<file path="src/rtl/fifo_sync_param.sv">
// fifo_sync_param: parametrised single-clock FIFO.
// Occupancy is tracked by an explicit count register, so full/empty never
// depend on comparing pointers. Almost-full/almost-empty levels are
// programmable, and dropped writes/reads are recorded in sticky error flags.
// Read mode is selected by the macro FIFO_FWFT_EN:
//   undefined : standard mode, rdata registered one cycle after a read
//   defined   : first-word fall-through, head word shown combinationally
// Valid/ready contract: a write is taken on a rising edge when write=1 and
// the FIFO is not full (or a read is taken on the same edge); a read is
// taken when read=1 and the FIFO is not empty. Requests that cannot be
// taken are dropped and flagged, never stalled.
module fifo_sync_param #(
  parameter  int WIDTH  = 8,
  parameter  int DEPTH  = 16,
  parameter  int AF_LVL = 14,
  parameter  int AE_LVL = 2,
  localparam int AW     = $clog2(DEPTH),
  localparam int CW     = AW + 1
) (
  input  logic             clk,
  input  logic             rst,
  input  logic             write,
  input  logic [WIDTH-1:0] wdata,
  input  logic             read,
  output logic [WIDTH-1:0] rdata,
  output logic             empty,
  output logic             full,
  output logic             almost_empty,
  output logic             almost_full,
  output logic [CW-1:0]    count,
  output logic             overflow,
  output logic             underflow,
  input  logic             clr_err,
  output logic [AW-1:0]    diag_waddr,
  output logic [AW-1:0]    diag_raddr
);

  localparam logic [CW-1:0] C_DEPTH = CW'(DEPTH);
  localparam logic [CW-1:0] C_AF    = CW'(AF_LVL);
  localparam logic [CW-1:0] C_AE    = CW'(AE_LVL);

  logic [WIDTH-1:0] r_mem [DEPTH];
  logic [AW-1:0]    r_waddr;
  logic [AW-1:0]    r_raddr;
  logic [CW-1:0]    r_count;
  logic             r_overflow;
  logic             r_underflow;

  logic w_empty;
  logic w_full;
  logic w_rd_ok;
  logic w_wr_ok;
  logic w_wr_drop;
  logic w_rd_drop;

  // Status decodes come straight from the registered count, so they only
  // move on clock edges.
  assign w_empty   = (r_count == '0);
  assign w_full    = (r_count == C_DEPTH);
  // A read frees a slot on the same edge, so a full FIFO still takes a write
  // when it is being read at the same time.
  assign w_rd_ok   = read & ~w_empty;
  assign w_wr_ok   = write & (~w_full | w_rd_ok);
  assign w_wr_drop = write & ~w_wr_ok;
  assign w_rd_drop = read & w_empty;

  // Storage array; deliberately not reset, contents are qualified by count.
  always_ff @(posedge clk) begin
    if (w_wr_ok) r_mem[r_waddr] <= wdata;
  end

  // Pointers and occupancy; pointers wrap naturally since DEPTH is 2**AW.
  always_ff @(posedge clk or posedge rst) begin
    if (rst) begin
      r_waddr <= '0;
      r_raddr <= '0;
      r_count <= '0;
    end else begin
      if (w_wr_ok) r_waddr <= r_waddr + AW'(1);
      if (w_rd_ok) r_raddr <= r_raddr + AW'(1);
      case ({w_wr_ok, w_rd_ok})
        2'b10:   r_count <= r_count + CW'(1);
        2'b01:   r_count <= r_count - CW'(1);
        default: r_count <= r_count;
      endcase
    end
  end

  // Sticky error flags; a new error in the clearing cycle keeps the flag set.
  always_ff @(posedge clk or posedge rst) begin
    if (rst) begin
      r_overflow  <= 1'b0;
      r_underflow <= 1'b0;
    end else begin
      if (w_wr_drop)    r_overflow <= 1'b1;
      else if (clr_err) r_overflow <= 1'b0;
      if (w_rd_drop)    r_underflow <= 1'b1;
      else if (clr_err) r_underflow <= 1'b0;
    end
  end

`ifdef FIFO_FWFT_EN
  // Fall-through: the head entry is always presented, zero when empty.
  assign rdata = w_empty ? '0 : r_mem[r_raddr];
`else
  logic [WIDTH-1:0] r_rdata;

  // Standard mode: the popped word is registered and held until the next pop.
  always_ff @(posedge clk or posedge rst) begin
    if (rst)          r_rdata <= '0;
    else if (w_rd_ok) r_rdata <= r_mem[r_raddr];
  end

  assign rdata = r_rdata;
`endif

  assign empty        = w_empty;
  assign full         = w_full;
  assign almost_empty = (r_count <= C_AE);
  assign almost_full  = (r_count >= C_AF);
  assign count        = r_count;
  assign overflow     = r_overflow;
  assign underflow    = r_underflow;
  assign diag_waddr   = r_waddr;
  assign diag_raddr   = r_raddr;

endmodule

</file>
<file path="config.mk">
export PLATFORM = sky130hd
export DESIGN_NAME = fifo_sync_param
export DESIGN_NICKNAME = d
export VERILOG_FILES = /design/src/rtl/fifo_sync_param.sv
export SDC_FILE = /design/constraint.sdc
export NUM_CORES = 1
export LEC_CHECK = 0
export ABC_AREA = 1
export CORE_ASPECT_RATIO = 0.9
export CORE_MARGIN = 1
export CORE_UTILIZATION = 46
export DETAILED_ROUTE_END_ITERATION = 8
export PLACE_DENSITY = 0.6
export SYNTH_ARGS = -nofsm -noshare
export SYNTH_HDL_FRONTEND = slang
export SYNTH_SLANG_ARGS = --single-unit
</file>
<file path="constraint.sdc">
create_clock -name clk -period 2.25 [get_ports clk]
set_clock_uncertainty 0.15 [all_clocks]
set_input_delay 0.45 -clock clk [delete_from_list [all_inputs] [get_ports clk]]
set_output_delay 0.45 -clock clk [all_outputs]
set_load 0.05 [all_outputs]
</file>
==> results.py, run 1 <==
metrics = {
    "global_route": {
        "antenna_found_initial": 0,
        "grt_pass1_vias": 4319,
        "grt_max_degree": 56,
        "grt_use_total_pct": 22.4,
        "grt-ovfl-total": 0,
        "grt_pass1_wl_mm": 23.9,
    },
    "synthesis": {
        "synth.ff_latch_count": 151,
        "syn_inst": 646,
        "synth_top_area_share_pct": 57.0,
        "synth_cell_types": 27,
        "synth_area_um2": 6740,
        "yosysWarnings": 0,
        "synth.area.top_cells": "edfxtp_1 57%, nand2_1 12%, dfrtp_1 8.5%",
        "yosysTopAreaCell": "edfxtp_1",
        "ys_seq_area_share_pct": 65.6,
        "syn_avg_cell_area_um2": 10.4,
        "syn_nets": 668,
    },
    "floorplanning": {
        "core_um2": 14200,
        "start_util_pct": 47.6,
        "chipHeight_um": 117,
        "io_pins": 40,
        "std_cell_rows": 41,
        "die_area_um2": 15100,
        "die_x_um": 130,
    },
    "setup_path": {
        "path_cells": "clkdlybuf4s50_1",
        "criticalPathCategory": "reg -> out",
        "critPathCaptureType": "primary output",
        "startpoint_type": "register",
        "crit_buf_inv": 1,
        "cp.arrival_ps": 1590,
        "timing.rr.start": "count[3]",
        "cp_max_fo": 2,
        "cp.required_ps": 1650,
        "worst_path_largest_cell_delay_ps": 810,
        "worstSetupStartpoint": "rdata[3]",
        "crit_family": "buffers and inverters",
        "cpMaxStageDelayCell": "clkdlybuf4s50_1",
    },
    "detailed_routing": {
        "vias": 4577,
        "post-route-drc-count": 0,
        "wl_mm": 15.5,
        "drt-vias-per-instance": 4.93,
        "firstDrtPassIters": 7,
        "drt-initial-drc-count": 362,
        "drtAntennaViolNets": 0,
        "avgRoutedWirePerCell_um": 16.7,
    },
    "clocking": {
        "cts_root_buffer": "clkbuf_16",
        "numCtsBuffers": 17,
        "path_clk_slew_ps": 60,
        "cts_tree": "built",
        "hold_buffers": 0,
        "clk_latency_ps": 430,
        "cts_buffer_depth": 2,
        "clock-sinks": 151,
        "htreeDepth": 4,
    },
    "placement": {
        "place_inst": 897,
        "io_buffers": 39,
        "hpwl_mm": 10.4,
        "place.gp.congestion": 0.844,
    },
    "pwr": {
        "cellPowerDensity_nw_per_um2": 1370,
        "ir_worst_vdd_mv": 0.788,
        "p_leak_uw": 0.00365,
        "total_power_uw": 11300,
    },
    "final_layout": {
        "syn2layout_area_growth_pct": 22.8,
        "n_antenna_cell": 0,
        "final_cells": 929,
        "drive_gt1_share_pct": 14.7,
        "final_nets": 745,
    },
    "timing": {
        "drv_slew": 0,
        "min_period_over_period_pct": 97.5,
        "rsz0062_at_grt": "yes",
        "setup_tns_ps": 0,
        "maxSlewHeadroom_pct": 60.5,
        "hold_viol": 0,
        "finalSetupViolations": 0,
        "worst_pin_slew_ps": 592,
        "max_freq_mhz": 456,
        "fin_crit_ps": 2190,
    },
    "run_status": {
        "run_status": "completed",
    },
    "hold_path": {
        "hp-class": "in -> async",
    },
    "job": {
        "max_cap_violations": 0,
    },
}
[logic make-up (layout without fill, tap and decap cells)]
logic type / count (synthesis) / in the layout / synth area share, %
fa+ha+maj: 9 / 9 / 1.78
simple gates: 336 / 336 / 21.2
compound gates: 20 / 20 / 1.82
buf+inv: 121 / 211 / 8.39
flops: 151 / 151 / 65.6
xor+xnor: 9 / 9 / 1.17
[placed cells by master, fill, tap and decap left out, types with 2 or more instances in the layout]
master	n
bufinv_16	4
buf_4	46
o211ai_1	8
buf_12	10
o21ai_0	7
nand2_1	221
nor2_4	3
inv_6	2
clkdlybuf4s50_1	19
dfrtp_2	4
clkbuf_16	17
edfxtp_1	128
dlymetal6s2s_1	4
xor2_1	8
ha_1	8
clkinv_2	2
inv_2	4
nand3_1	86
nor2_1	17
dfrtp_1	19
nand3_2	2
nand2_2	3
a21oi_1	3
dlygate4sd2_1	6
inv_1	89
clkinv_4	5
[metrics by stage]
step | instance area (um^2) | setup slack (ps) | hold slack (ps) | utilization [%]
global route | 8280 | -15.2 | 250 | 58.4
finish | 8280 | 55.3 | 224 | 58.4
detailed placement | 7620 | -87.3 | 322 | 53.8
CTS | 8250 | 9.08 | 232 | 58.3
global placement | 7620 | -64.2 | 315 | 53.8
floorplan | 6750 | 9.63 | 302 | -
[cell usage after synthesis]
library cell	number
buf_4	1
buf_2	14
xor2_1	8
xnor2_1	1
nand2_2	3
buf_6	12
nand3b_1	1
nor2_1	17
o211ai_1	8
edfxtp_1	128
nand2_4	1
nor2_2	2
inv_2	4
nor2_4	1
fa_1	1
nand4_1	1
clkinv_1	1
inv_1	89
nor2_8	1
nand3_2	2
ha_1	8
nand3_1	86
a21oi_1	4
o31ai_1	1
dfrtp_1	23
nand2_1	221
o21ai_0	7
[area by class of cell]
type	count	area, um^2
clock buffer	18	439
clock inverter	14	199
fill	1224	5880
inverter	94	353
multi-input combinational	374	1780
sequential	151	4420
tap	193	241
timing repair buffer	85	838
[power breakdown]
part	switching (uW)	total [uW]	internal, uW
clock	1120	3010	1890
sequential	274	3740	3470
combinational	3070	4560	1490
[path summary, 6_finish.rpt]
path | to | slack (ps) | depth (start not counted)
worst max register to register | count[4] | 160 | 13
worst min register to register | rdata[0] | 330 | 2
max in group asynchronous | count[2] | 1440 | 3
worst max-delay path | rdata[3] | 60 | 1
worst min-delay path | diag_waddr[0] | 220 | 3
min in group clk | rdata[0] | 330 | 2
[routing by layer]
| layer | part of all wire (%) | up-vias | wire [um] | track usage [%] |
|---|---|---|---|---|
| met5 | 0 | - | 0 | 0 |
| met1 | 47 | 2182 | 7350 | 32.5 |
| met4 | 1.8 | 0 | 278 | 7.44 |
| li1 | - | 2246 | - | - |
| met3 | 5.3 | 23 | 817 | 4.73 |
| met2 | 45 | 126 | 7030 | 33.6 |
[repair_timing]
action / CTS / global route
setup buffers: 0 / 0
gates resized for setup: 6 / 8
setup endpoints to repair: 6 / 7
[state kept, by name, summed over array words and instances, names as in the netlist]
name,flops
underflow,1
overflow,1
rdata,8
diag_raddr,4
r_mem,128
count,5
diag_waddr,4
Note: power is estimated with default switching activity, not from simulation.
==> run 2, diff against run 1 <==
Settings changed: CORE_UTILIZATION 46 to 30, PLACE_DENSITY 0.6 to 0.42.
==> results.py, run 2 (synthesis results as in run 1) <==
metrics = {
    "run_status": {
        "run_status": "completed",
    },
    "setup_path": {
        "startpoint_type": "register",
        "path_cells": "clkdlybuf4s50_1",
        "worst_path_largest_cell_delay_ps": 820,
        "cp_max_fo": 2,
        "cp.required_ps": 1650,
        "critPathCaptureType": "primary output",
        "crit_buf_inv": 1,
        "crit_family": "buffers and inverters",
        "cpMaxStageDelayCell": "clkdlybuf4s50_1",
        "criticalPathCategory": "reg -> out",
        "rrSetupSlack_ps": 170,
        "cp.arrival_ps": 1610,
        "r2r-end": "count[3]",
        "timing.rr.start": "count[1]",
        "reg2reg_depth": 13,
    },
    "floorplanning": {
        "die_area_um2": 23100,
        "die_x_um": 160,
        "chipHeight_um": 144,
        "core_um2": 21800,
        "start_util_pct": 30.9,
        "io_pins": 40,
        "std_cell_rows": 51,
    },
    "clocking": {
        "cts_root_buffer": "clkbuf_16",
        "clk_latency_ps": 420,
        "hold_buffers": 0,
        "htreeDepth": 4,
        "cts_buffer_depth": 2,
        "numCtsBuffers": 17,
        "path_clk_slew_ps": 60,
        "clock-sinks": 151,
        "cts_tree": "built",
    },
    "final_layout": {
        "n_antenna_cell": 0,
        "layout_common_cells": "221 x nand2_1, 128 x edfxtp_1, 89 x inv_1",
        "final_area_um2": 8450,
        "largest_reg_flops": 128,
        "drive_gt1_share_pct": 15.1,
        "utilization_pct": 38.7,
        "final_nets": 749,
        "final_common_cell": "nand2_1",
        "regMostFlops": "r_mem",
        "syn2layout_area_growth_pct": 25.4,
    },
    "timing": {
        "maxSlewHeadroom_pct": 61.1,
        "max_freq_mhz": 452,
        "fin_hold_ws_ps": 241,
        "setup_tns_ps": 0,
        "drv_slew": 0,
        "worst_pin_slew_ps": 583,
        "finalSetupViolations": 0,
        "hold_viol": 0,
        "rsz0062_at_grt": "no",
        "fin_crit_ps": 2210,
        "min_period_over_period_pct": 98.4,
    },
    "job": {
        "max_cap_violations": 0,
    },
    "pwr": {
        "ir_worst_vdd_mv": 0.882,
        "cellPowerDensity_nw_per_um2": 1360,
        "p_leak_uw": 0.00366,
        "total_power_uw": 11500,
    },
    "detailed_routing": {
        "firstDrtPassIters": 5,
        "wl_mm": 17.3,
        "drtAntennaViolNets": 0,
        "avgRoutedWirePerCell_um": 16.8,
        "vias": 4509,
        "post-route-drc-count": 0,
        "drt-vias-per-instance": 4.37,
        "drt-initial-drc-count": 305,
    },
    "placement": {
        "place.gp.congestion": 0.769,
        "dpl_cell_area_um2": 7750,
        "io_buffers": 39,
        "hpwl_mm": 11.8,
    },
    "global_route": {
        "grt_max_degree": 76,
        "grt_use_total_pct": 15.8,
        "antenna_found_initial": 0,
        "grt-ovfl-total": 0,
        "grt_pass1_vias": 4455,
        "grt_pass1_wl_mm": 26.3,
    },
    "hold_path": {
        "hp-class": "in -> async",
    },
}
run 2: changes by cell type in the layout (fill, tap and decap cells not counted), moves of 2 or more:
cell / delta
buf_4: +7
bufinv_16: -2
clkbuf_1: +5
clkbuf_16: +4
clkinv_4: -4
dlygate4sd2_1: -3
ha_1: -2
ha_4: +2
inv_6: -2
run 2: cell type report:
class / instances / area (um^2)
Fill cell: 2196 / 13400
Sequential cell: 151 / 4420
Multi-Input combinational cell: 374 / 1810
Timing Repair Buffer: 89 / 862
Clock buffer: 27 / 558
Tap cell: 291 / 364
Inverter: 94 / 353
Clock inverter: 5 / 78.8
run 2: what timing repair did:
item,CTS,global route
setup endpoints to repair,4,7
resized for setup,3,9
setup buffers,0,2
cloned,0,0
run 2: power breakdown:
group	internal (uW)	switching, uW
combinational	1590	3120
sequential	3460	285
clock	1930	1090
total	6980	4490
run 2: per-layer routing:
| metal | up-vias | GRT usage, % | share of wire, % |
|---|---|---|---|
| met5 | - | 0 | 0 |
| met4 | 0 | 6.12 | 1.3 |
| met3 | 15 | 3.18 | 3.3 |
| met2 | 66 | 23.9 | 44 |
| met1 | 2172 | 22.3 | 51 |
| li1 | 2256 | - | - |
run 2: worst min-delay path: stages:
cell             delay [ps]
clkdlybuf4s50_1         390
inv_1                    50
buf_4                   330
run 2: worst max path at each step:
stage / from / end / slack [ps] / cells after the start
after floorplan: count[1] / count[4] / 10 / 13
final: rdata[6] / rdata[6] / 40 / 1
after CTS: rdata[3] / rdata[3] / 0.6 / 1
after detailed placement: write / count[4] / -90 / 11
after global placement: read / count[4] / -80 / 12
after global routing: rdata[1] / rdata[1] / 3 / 1
run 2: stage by stage:
stage | setup WS [ps] | cells
CTS | 0.645 | 1029
floorplan | 9.63 | 646
global route | 2.93 | 1031
detailed placement | -90.8 | 997
finish | 37.0 | 1031
global placement | -76.4 | 997
==> edit: new RTL, config.mk and constraints of run 1 <==
The option `FIFO_FWFT_EN` is turned on by a define.
--- a/src/rtl/fifo_sync_param.sv
+++ b/src/rtl/fifo_sync_param.sv
@@ -9,6 +9,8 @@
 // the FIFO is not full (or a read is taken on the same edge); a read is
 // taken when read=1 and the FIFO is not empty. Requests that cannot be
 // taken are dropped and flagged, never stalled.
+`define FIFO_FWFT_EN
+
 module fifo_sync_param #(
   parameter  int WIDTH  = 8,
   parameter  int DEPTH  = 16,
Check against the original RTL: not equivalent (a bounded check fails within 4 cycles, from zero or initial values and one cycle with rst high).
==> edit against run 1 <==
The run now ends with setup timing left; total power rose by 20%; count of clock-buffer cells in the layout grew 1; cell area is 5.9% higher; wire length is 15% higher; clock power fell by 12%; area after synthesis down 9.3%; worst setup slack worse by 0.43 ns; sequential cell count down 8.
==> edit: results (changes against run 1) <==
- Status: finished, violations left
- Failing checks: setup timing
- Worst Setup Slack, final: -0.377 ns (-0.432 ns)
- Detailed-router iteration count before antenna repair: 5 (-2)
- Yosys warning count: 0 (unchanged)
- DP Area: 7230 sq um (-5.1%)
- Worst Path Max Fanout: 8 (+6)
- Static leakage: 3.46 nW (-5.3%)
- GR Util met3: 5.17% (+0.45 points)
- Post-synth net total: 562 (-16%)
- Layout fillers: 917 (-25%)
- Non-filler cells, final: 824 (-11%)
- Vias: 4661 (+1.8%)
- Number of global-route vias before repair: 4154 (-3.8%)
- Number of synthesized flops with an enable pin: 128 (unchanged)
- Total track usage: 24.2% (+1.9 points)
- Post-Synth Adder-Cell Area: 1.97% (+0.18 points)
- GR Util met2: 35.2% (+1.6 points)
- Reg2Reg Launch Point: count[0]
- Largest reg by FF count: r_mem
- FF-to-FF setup slack: 0.11 ns (-0.05 ns)
- Pwr dens: 1550 nW/um^2 (+14%)
- List of most frequent post-synthesis cells: nand2_1 (180), edfxtp_1 (128), nand3_1 (105), nor2_1 (22), inv_1 (16)
- Hold slack final: 0.189 ns (-0.0347 ns)
- Synth unique cells: 26 (-3.7%)
- Setup TNS: -2.84 ns (-2.84 ns)
- Final setup viols: 8 (+8)
- Reg2Reg Capture Point: count[4]
- Share of the yosys chip area belonging to registers: 69.1% (+3.5 points)
- Drt first-iter violations: 514 (+42%)
- Cells after Synth: 540 (-16%)
- XOR/XNOR Fraction of Synth Area: 1.41% (+0.24 points)
- Max IR drop VDD: 0.744 mV (-5.6%)
- DP Cell Count: 771 (-14%)
- Top cells by area, synth: edfxtp_1 (63%), nand2_1 (11%), nand3_1 (8.6%), dfrtp_1 (6.1%), ha_1 (1.6%)
- Portion of netlist area occupied by mux cells: 0% (unchanged)
- First-pass GRT wire length: 23700 microns (-1.2%)
- Most common flop cell mapped by yosys: edfxtp_1
- Nets: 669 (-10%)
- Root Buffer: clkbuf_16
- Crit path launch: diag_raddr[0]
- CP arrival: 2.03 ns (+0.44 ns)
- Pre-CTS setup slack: -0.138 ns (-0.0508 ns)
- CTS Buffer Depth: 2 (unchanged)
- Max reg flops: 128 (unchanged)
- GP Congestion: 0.847 (+0.27%)
- Htree depth: 4 (unchanged)
- Largest net degree at the start of global routing: 41 (-27%)
- Initial antenna violation count: 0 (unchanged)
- Clock transition at the registers of the reported paths: 0.06 ns (about the same)
- Async SR Flop Fraction: 10.5% (-4.7 points)
- Reg2Reg Depth: 14 (+1)
- Hold crit path type: primary input to async pin
- Synth Area in Compound Gates: 1.56% (-0.26 points)
- Layout cells sized above 1: 43.5% (+29 points)
- HPWL Detailed: 9810 microns (-5.8%)
- Met1 usage in global routing: 36.0% (+3.5 points)
- Slew @ Worst Pin: 0.606 ns (+0.0145 ns)
- Post-Route WL: 17700 microns (+15%)
==> edit: per-layer routing <==
layer / up-vias / part of all wire, %
li1: 2077 / -
met1: 2302 / 43
met2: 245 / 47
met3: 37 / 7.9
met4: 0 / 2.6
met5: - / 0
==> edit: worst max-delay path by stage <==
| stage | to | slack (ns) |
|---|---|---|
| 2_1_floorplan | count[4] | 0.02 |
| 3_3_place_gp | r_mem[14][2] | -0.07 |
| 3_5_place_dp | count[4] | -0.14 |
| 4_1_cts | rdata[0] | -0.37 |
| 5_1_grt | rdata[0] | -0.41 |
| 6_report | rdata[6] | -0.38 |
==> edit: report_power, final <==
group	internal [mW]	switching, mW	leakage, nW
Combinational	3.00	4.44	1.85
Sequential	3.25	0.267	1.33
Clock	1.61	1.05	0.273
Total	7.86	5.76	3.46
==> edit: worst max-delay path, stage by stage, from the launching register on <==
cell	delay (ns)
dfrtp_2	0.43
buf_12	0.18
clkinv_8	0.09
clkbuf_16	0.16
nand2_2	0.06
nand3_2	0.06
nand3_2	0.10
nand2_2	0.07
nand2_2	0.06
a21oi_4	0.22
buf_12	0.16
==> edit: cells by family after synthesis <==
logic type | count (synthesis)
xor gates and xnor gates | 9
DFF | 143
buffers and inverters | 45
AOI/OAI and AO/OA | 19
and+or+nand+nor | 315
adders and majority gates | 9
==> edit: cell type report <==
| type | instances | area share (%) |
|---|---|---|
| sequential | 143 | 48.3 |
| multi-input combinational | 352 | 26.6 |
| timing repair buffer | 112 | 15.0 |
| clock buffer | 19 | 4.94 |
| tap | 164 | 2.34 |
| clock inverter | 13 | 1.40 |
| inverter | 20 | 1.26 |
| timing repair inverter | 1 | 0.186 |
==> edit: repair_timing <==
action                                  in CTS  in global routing
endpoints found under the setup margin      14                 11
buffers inserted                             2                  8
cloned                                       2                 10
pin swaps                                    5                 39
resized for setup                           19                144
